<file path="config.mk">
export PLATFORM = sky130hd
export DESIGN_NAME = data_memory_be_flat
export DESIGN_NICKNAME = d
export VERILOG_FILES = /design/src/rtl/data_memory_be_pkg.sv /design/src/rtl/data_memory_be_if.sv /design/src/rtl/data_memory_be.sv /design/src/flat_wrapper.sv
export SDC_FILE = /design/constraint.sdc
export NUM_CORES = 2
export LEC_CHECK = 0
export BUFFER_PORTS_ARGS = -buffer_cell sky130_fd_sc_hd__clkbuf_2
export CAP_MARGIN = 20
export CORE_MARGIN = 10
export CORE_UTILIZATION = 45
export DETAILED_ROUTE_END_ITERATION = 8
export PLACE_DENSITY_LB_ADDON = 0.12
export SLEW_MARGIN = 15
export SYNTH_ARGS = -nofsm -noshare
export SYNTH_HDL_FRONTEND = slang
export SYNTH_SLANG_ARGS = --single-unit
</file>
<file path="constraint.sdc">
create_clock -name clk -period 2.8 [get_ports clk]
set_input_delay 0 -clock clk [delete_from_list [all_inputs] [get_ports clk]]
set_output_delay 0 -clock clk [all_outputs]
set_load 0.01 [all_outputs]
</file>
<file path="src/rtl/data_memory_be_pkg.sv">
// rtl/data_memory_be_pkg.sv - shared FSM state type and size defaults for the byte-enable data memory
package memory_pkg;

    // Default geometry: 4 bytes per word, 8-bit byte address (64 words)
    localparam int W_DEFAULT      = 4;
    localparam int ADDR_W_DEFAULT = 8;

    // INIT clears the array one word per cycle, RUN serves requests
    typedef enum logic [0:0] {
        INIT = 1'b0,
        RUN  = 1'b1
    } mem_state_t;

endpackage

</file>
<file path="src/rtl/data_memory_be_if.sv">
// rtl/data_memory_be_if.sv - request/response bundle between a requester and the data memory
interface data_memory_be_if
    import memory_pkg::*;
#(
    parameter int W      = W_DEFAULT,
    parameter int Addr_W = ADDR_W_DEFAULT
);

    logic              inp_valid;
    logic              out_ready;
    logic              inp_write_enable;
    logic [W-1:0]      inp_byte_enable;
    logic [Addr_W-1:0] inp_address;
    logic [8*W-1:0]    inp_data;
    logic [8*W-1:0]    out_read_data;
    logic              out_read_valid;
    logic              out_misaligned;

    modport master (
        output inp_valid,
        output inp_write_enable,
        output inp_byte_enable,
        output inp_address,
        output inp_data,
        input  out_ready,
        input  out_read_data,
        input  out_read_valid,
        input  out_misaligned
    );

    modport slave (
        input  inp_valid,
        input  inp_write_enable,
        input  inp_byte_enable,
        input  inp_address,
        input  inp_data,
        output out_ready,
        output out_read_data,
        output out_read_valid,
        output out_misaligned
    );

endinterface

</file>
<file path="src/rtl/data_memory_be.sv">
// rtl/data_memory_be.sv - word-organised data memory with byte enables, self-clearing after reset
module data_memory_be
    import memory_pkg::*;
#(
    parameter int W      = W_DEFAULT,
    parameter int Addr_W = ADDR_W_DEFAULT
) (
    input  logic           clk,
    input  logic           reset,
    data_memory_be_if.slave bus
);

    localparam int OFF_W = $clog2(W);
    localparam int DEPTH = (2 ** Addr_W) / W;
    localparam int IDX_W = Addr_W - OFF_W;

    localparam logic [0:0] ST_INIT = INIT;
    localparam logic [0:0] ST_RUN  = RUN;

    logic [0:0]       state;
    logic [IDX_W-1:0] init_cnt;
    logic [8*W-1:0]   mem [DEPTH];

    logic             accept;
    logic             misaligned;
    logic             hit_write;
    logic             hit_read;
    logic [IDX_W-1:0] word_idx;

    logic             read_valid_q;
    logic             misaligned_q;
    logic [8*W-1:0]   read_data_q;

    // A request in the reset cycle is discarded even though out_ready may still be high
    assign accept     = bus.inp_valid & bus.out_ready & ~reset;
    assign misaligned = (bus.inp_address & Addr_W'(W - 1)) != '0;
    assign word_idx   = bus.inp_address[Addr_W-1:OFF_W];
    assign hit_write  = accept & ~misaligned &  bus.inp_write_enable;
    assign hit_read   = accept & ~misaligned & ~bus.inp_write_enable;

    assign bus.out_ready      = (state == ST_RUN);
    assign bus.out_read_valid = read_valid_q;
    assign bus.out_misaligned = misaligned_q;
    assign bus.out_read_data  = read_data_q;

    // Clear sequencer: walk every word once after reset, then serve until the next reset
    always_ff @(posedge clk) begin
        if (reset) begin
            state    <= ST_INIT;
            init_cnt <= '0;
        end else if (state == ST_INIT) begin
            init_cnt <= init_cnt + 1'b1;
            if (init_cnt == IDX_W'(DEPTH - 1)) begin
                state <= ST_RUN;
            end
        end
    end

    // Storage: zero fill during INIT, masked byte writes during RUN
    always_ff @(posedge clk) begin
        if (!reset) begin
            if (state == ST_INIT) begin
                mem[init_cnt] <= '0;
            end else if (hit_write) begin
                for (int b = 0; b < W; b++) begin
                    if (bus.inp_byte_enable[b]) begin
                        mem[word_idx][8*b +: 8] <= bus.inp_data[8*b +: 8];
                    end
                end
            end
        end
    end

    // Response stage: one-cycle pulses; read data holds between reads
    always_ff @(posedge clk) begin
        if (reset) begin
            read_valid_q <= 1'b0;
            misaligned_q <= 1'b0;
            read_data_q  <= '0;
        end else begin
            read_valid_q <= hit_read;
            misaligned_q <= accept & misaligned;
            if (hit_read) begin
                read_data_q <= mem[word_idx];
            end
        end
    end

endmodule

</file>
<file path="src/flat_wrapper.sv">
// flat-port wrapper written by rule: the top's interface ports become plain ports
module data_memory_be_flat import memory_pkg::*;
#(
    parameter int W      = W_DEFAULT,
    parameter int Addr_W = ADDR_W_DEFAULT
)
  (clk, reset, bus_inp_valid, bus_inp_write_enable, bus_inp_byte_enable, bus_inp_address, bus_inp_data, bus_out_ready, bus_out_read_data, bus_out_read_valid, bus_out_misaligned);
  data_memory_be_if #(.W(W), .Addr_W(Addr_W)) bus_i ();
  input  logic clk;
  input  logic reset;
  input wire logic [$bits(bus_i.inp_valid)-1:0] bus_inp_valid;
  input wire logic [$bits(bus_i.inp_write_enable)-1:0] bus_inp_write_enable;
  input wire logic [$bits(bus_i.inp_byte_enable)-1:0] bus_inp_byte_enable;
  input wire logic [$bits(bus_i.inp_address)-1:0] bus_inp_address;
  input wire logic [$bits(bus_i.inp_data)-1:0] bus_inp_data;
  output wire logic [$bits(bus_i.out_ready)-1:0] bus_out_ready;
  output wire logic [$bits(bus_i.out_read_data)-1:0] bus_out_read_data;
  output wire logic [$bits(bus_i.out_read_valid)-1:0] bus_out_read_valid;
  output wire logic [$bits(bus_i.out_misaligned)-1:0] bus_out_misaligned;
  assign bus_i.inp_valid = bus_inp_valid;
  assign bus_i.inp_write_enable = bus_inp_write_enable;
  assign bus_i.inp_byte_enable = bus_inp_byte_enable;
  assign bus_i.inp_address = bus_inp_address;
  assign bus_i.inp_data = bus_inp_data;
  assign bus_out_ready = bus_i.out_ready;
  assign bus_out_read_data = bus_i.out_read_data;
  assign bus_out_read_valid = bus_i.out_read_valid;
  assign bus_out_misaligned = bus_i.out_misaligned;
  data_memory_be #(.W(W), .Addr_W(Addr_W)) u_core (.clk(clk), .reset(reset), .bus(bus_i));
endmodule
</file>
# Yosys cells after proc, flatten, opt, wreduce, memory -nomap -nowiden
# Memories as Yosys holds them, arrays and structs flattened. A register that Yosys moved wholly into a read port is not among the register bits.
# Cells that the tools add are included.
# word_totals
regBits,9
mem_bits_rw,2048
inputBits,48
out_inout_bits,35
mem_count,1
# mem_list
memory,words,word_bits,read_ports,rd_clocked_by_memory_dff,wr,line,source
u_core.mem,64,32,1,1,1,data_memory_be.sv:22,logic [8*W-1:0] mem [DEPTH];
# op_classes
n_addsub,1
n_eq_ne,1
muxes,28
bitwise,9
reduce_logical,2
# ops
op,n
two-way mux 32 bit,1
OR reduction 32 bit,1
two-way mux 1 bit,25
nonzero test 8 bit,1
"adder 6 x 1 -> 6 bit, second input constant",1
bitwise AND 1 bit,6
"== test 6 bit, second input constant",1
two-way mux 6 bit,1
two-way mux 4 bit,1
inverter 1 bit,3

# Depth between registers and ports, before layout
# depth
word_depth,10
mapped_depth,11

# Worst setup path before layout
# OpenSTA, ideal clock, no wires.
# synth_path
path_type,reg-to-reg
from,"reg u_core.state, in the netlist u_core.bus.out_ready"
to,"mem u_core.mem[0][10] (netlist bit), data pin"
setup_time_ns,0.367
arrival_time_ns,2.241
t_required_ns,2.433
setup_slack_ns,0.192
path_stages_with_launch,7
n_path_buf,3
synth_period_minus_slack_ns,2.608
cell_sequence,dfxtp_1 buf_2 nand2_1 nor3_2 buf_2 clkbuf_1 and2_1
# synth_via
elab_chain_cells,10
elab_cells_between_ends,22
classes_between,mux (17); bitwise (4); reduce/logical (1)
# synth_rtl
element,line,source
from (decl),data_memory_be.sv:20,logic [0:0] state;
from (signal assigned),data_memory_be.sv:49,state <= ST_INIT;
from (signal assigned),data_memory_be.sv:54,state <= ST_RUN;
bitwise AND 1 bit (2 in series),data_memory_be.sv:35,assign accept = bus.inp_valid & bus.out_ready & ~reset;
bitwise AND 1 bit (2 in series),data_memory_be.sv:38,assign hit_write = accept & ~misaligned & bus.inp_write_enable;
two-way mux 1 bit,data_memory_be.sv:64,end else if (hit_write) begin
two-way mux 1 bit,data_memory_be.sv:62,if (state == ST_INIT) begin
two-way mux 1 bit,data_memory_be.sv:61,if (!reset) begin
two-way mux 1 bit (implied by the code),data_memory_be.sv:67,mem[word_idx][8*b +: 8] <= bus.inp_data[8*b +: 8];
OR reduction 32 bit (no source line) (*),-,
two-way mux 32 bit (no source line) (*),-,
to (decl),data_memory_be.sv:22,
# Mark *: on every way between the ends. The rest lies on a longest branch, timed or not.

# Worst setup path after layout
# layout_path
from,"reg u_core.state, in the netlist u_core.bus.out_ready"
to,"mem u_core.mem[48][11] (netlist bit), enable pin"
# layout_via
elab_chain_cells,10
elab_cells_between_ends,26
classes_between,mux (21); bitwise (4); reduce/logical (1)
# layout_rtl
element,line
bitwise AND 1 bit (2 in series),data_memory_be.sv:35
bitwise AND 1 bit (2 in series),data_memory_be.sv:38
two-way mux 1 bit,data_memory_be.sv:64
two-way mux 1 bit,data_memory_be.sv:62
two-way mux 1 bit,data_memory_be.sv:61
two-way mux 1 bit (implied by the code),data_memory_be.sv:67
OR reduction 32 bit (no source line),-
two-way mux 6 bit (no source line) or two-way mux 4 bit (tied branches),-
# Parallel ways exist; a longest one is shown, timed or not.

==> impl_metrics.py <==
metrics = {
    "timing": {
        "fin_crit_ns": 2.69,
        "hold_ws_ns": 0.0697,
        "rsz0062_at_grt": "true",
        "hold_violations": 0,
        "fin_crit_sh_pct": 96.2,
        "fin_ws_ns": 0.106,
        "tightestPinTransition_ns": 1.21,
        "final-setup-viol-count": 0,
        "drv_slew": 0,
        "fin_worst_skew_ns": 0.0370,
        "timing.fmax_mhz": 371,
        "slew_headroom_pct": 18.4,
    },
    "floorplan": {
        "core_sq_um": 179000,
        "io_pins": 83,
        "die_x_um": 444,
        "die_area_sq_um": 197000,
        "row_count": 155,
        "start_util_pct": 45.3,
        "die_y_um": 444,
    },
    "critical_path": {
        "path_max_fanout": 8,
        "worstReg2RegEnd": "u_core.mem[48][11]$_DFFE_PP_",
        "crit_required_ns": 3.26,
        "r2r_cells": 8,
        "cp.arrival_ns": 3.15,
        "crit_type": "reg -> reg",
        "start_kind": "register",
        "worst_setup_path_end_kind": "register",
        "r2r_setup_slack_ns": 0.11,
        "crit_start": "u_core.bus.out_ready$_SDFF_PP0_",
        "rr_startpoint": "u_core.bus.out_ready$_SDFF_PP0_",
    },
    "routing": {
        "num_vias": 41900,
        "drt-total-wl_um": 228000,
        "wire_per_inst_um": 32.2,
        "drt_iter0_markers": 4605,
        "dr.pass1.iters": 8,
        "viasPerCell": 5.92,
        "ant_nets": 0,
        "route.detailed.drc": 0,
    },
    "power": {
        "powerDensity_nw_per_um2": 663,
        "finalPower_uw": 63500,
        "p_leak_uw": 0.0351,
        "ir_drop_uv": 555,
    },
    "min_path": {
        "min_path_cells": 6,
        "hold_class": "in -> reg",
        "hold_path.startpoint": "bus_inp_address[4]",
        "hold_path_end": "u_core.bus.out_read_data[8]$_SDFFE_PP0P_",
    },
    "yosys": {
        "ys.flop_type": "edfxtp_1",
        "yosys-top-cells-area": "edfxtp_1, mux4_2, mux2i_1, nor2_1, a22oi_1",
        "synth_nets": 3962,
        "yosys.area.top_type": "edfxtp_1",
        "synth-seq-cells": 2089,
        "synth-edff-count": 2048,
        "avgSynthCellArea_sq_um": 20.7,
        "syn_inst": 3913,
        "netlist.area_leader.share_pct": 76.1,
        "synth.cell_area_sq_um": 80800,
        "yosysSeqAreaShare_pct": 77.1,
        "ys_warn_count": 0,
        "ys_async_sr_fraction_pct": 0,
        "synth_cell_types": 65,
    },
    "finish": {
        "final_common_cell": "edfxtp_1",
        "nNetsFinal": 4597,
        "drive_gt1_share_pct": 31.3,
        "area.growth.synth_to_final_pct": 18.5,
        "layout_common_cells": "edfxtp_1, mux4_2, buf_4",
    },
    "global_routing": {
        "antenna_found_initial": 10,
        "track_usage_pct": 22.9,
        "grt_pass1_vias": 42400,
        "grt_pass1_wl_um": 324000,
        "grt_max_degree": 72,
        "global_route.overflow_total": 0,
    },
    "clocking": {
        "clock_latency_ns": 0.85,
        "cts-root-buf": "clkbuf_16",
        "postCtsSetupBuffers": 0,
        "cts_tree": "done",
        "cts-htree-levels": 4,
        "clkSlewWorstSetupHoldPaths_ns": 0.06,
        "clock_sinks": 2089,
        "cts_buffer_depth": 3,
        "cts_buffers": 210,
    },
    "placement": {
        "hpwlAfterDp_um": 151000,
        "globalplace.congestion": 0.835,
        "pre_cts_slack_ns": -0.307,
        "place.port_buffers": 82,
    },
    "flow_run": {
        "drv_cap": 0,
    },
    "outcome": {
        "outcome": "finished clean",
    },
}
[Yosys cell counts (29+ instances only)]
cell / number
clkbuf_1: 78
mux2i_1: 164
dfxtp_1: 41
a22oi_1: 120
o221ai_1: 37
nor2_1: 283
o21ai_0: 31
nand2_1: 140
buf_2: 69
a21oi_1: 93
mux4_2: 450
buf_1: 29
and2_1: 41
edfxtp_1: 2048
[metrics by stage]
stage	area (sq um)	std cells	util (%)	TNS [ns]
5_1_grt	95800	7081	53.6	-1.56
3_5_place_dp	88500	6649	49.5	-55.75
6_report	95800	7083	53.6	0
2_1_floorplan	80800	3913	-	0
3_3_place_gp	88500	6649	49.5	-42.67
4_1_cts	95700	7080	53.6	0
[what timing repair did]
action | 4_1_cts | 5_1_grt
resized for setup | 5 | 38
endpoints found under the hold margin | 2033 | 0
setup endpoints to repair | 38 | 313
hold buffers | 42 | 0
cloned | 0 | 0
pin swaps | 0 | 0
[cells by family after synthesis]
family          count (synthesis)  share of synthesized area [%]
fa+ha+maj                       1                         0.0155
compound gates                380                           3.27
mux                           639                           14.9
buf+inv                       226                           1.50
simple gates                  574                           3.15
flops                        2089                           77.1
xor+xnor                        4                         0.0434
[layer usage]
metal | vias to the layer above | GRT usage [%] | wire, um
li1 | 17500 | - | -
met1 | 22400 | 33.0 | 97000
met2 | 1668 | 35.7 | 108000
met3 | 318 | 4.13 | 16500
met4 | 0 | 7.05 | 7030
met5 | - | 0 | 0
[area by class of cell]
class	instances	area, sq um
clock inverters	97	913
inverters	2	10.0
diodes	3	7.51
well taps	2355	2950
flip-flops and latches	2089	62300
multi-input cells	1598	17500
repair buffers	647	6220
fillers	13800	82800
clock buffers	292	5840
[worst max path at each step]
stage / endpoint / cells after the start / slack (ns)
floorplan: u_core.mem[0][10]$_DFFE_PP_ / 6 / 0.19
global route: u_core.mem[44][21]$_DFFE_PP_ / 9 / -0.08
finish: u_core.mem[48][11]$_DFFE_PP_ / 8 / 0.11
global placement: u_core.mem[50][7]$_DFFE_PP_ / 9 / -0.26
detailed placement: u_core.mem[24][10]$_DFFE_PP_ / 9 / -0.31
CTS: u_core.mem[36][19]$_DFFE_PP_ / 9 / 0.03
[state kept, by name, summed over array words and instances, names as in the netlist]
signal                     flops
u_core.init_cnt                6
u_core.bus.out_read_valid      1
u_core.mem                  2048
u_core.bus.out_read_data      32
u_core.bus.out_ready           1
u_core.bus.out_misaligned      1
[critical path: stages (launching register included)]
cell and delay [ns]:
dfxtp_1 0.39, nand2_1 0.13, nor3_4 0.22, buf_12 0.16, mux2i_1 0.18, buf_4 0.18
nand2_1 0.16, buf_4 0.23, nor2_1 0.67
[power by group]
part	leakage (uW)	switching (uW)	internal, uW	total, uW
Combinational	0.00904	1210	854	2060
Sequential	0.0228	27.3	33900	33900
Clock	0.00330	11700	15900	27600
No activity file was read; power rests on OpenSTA's default activity.
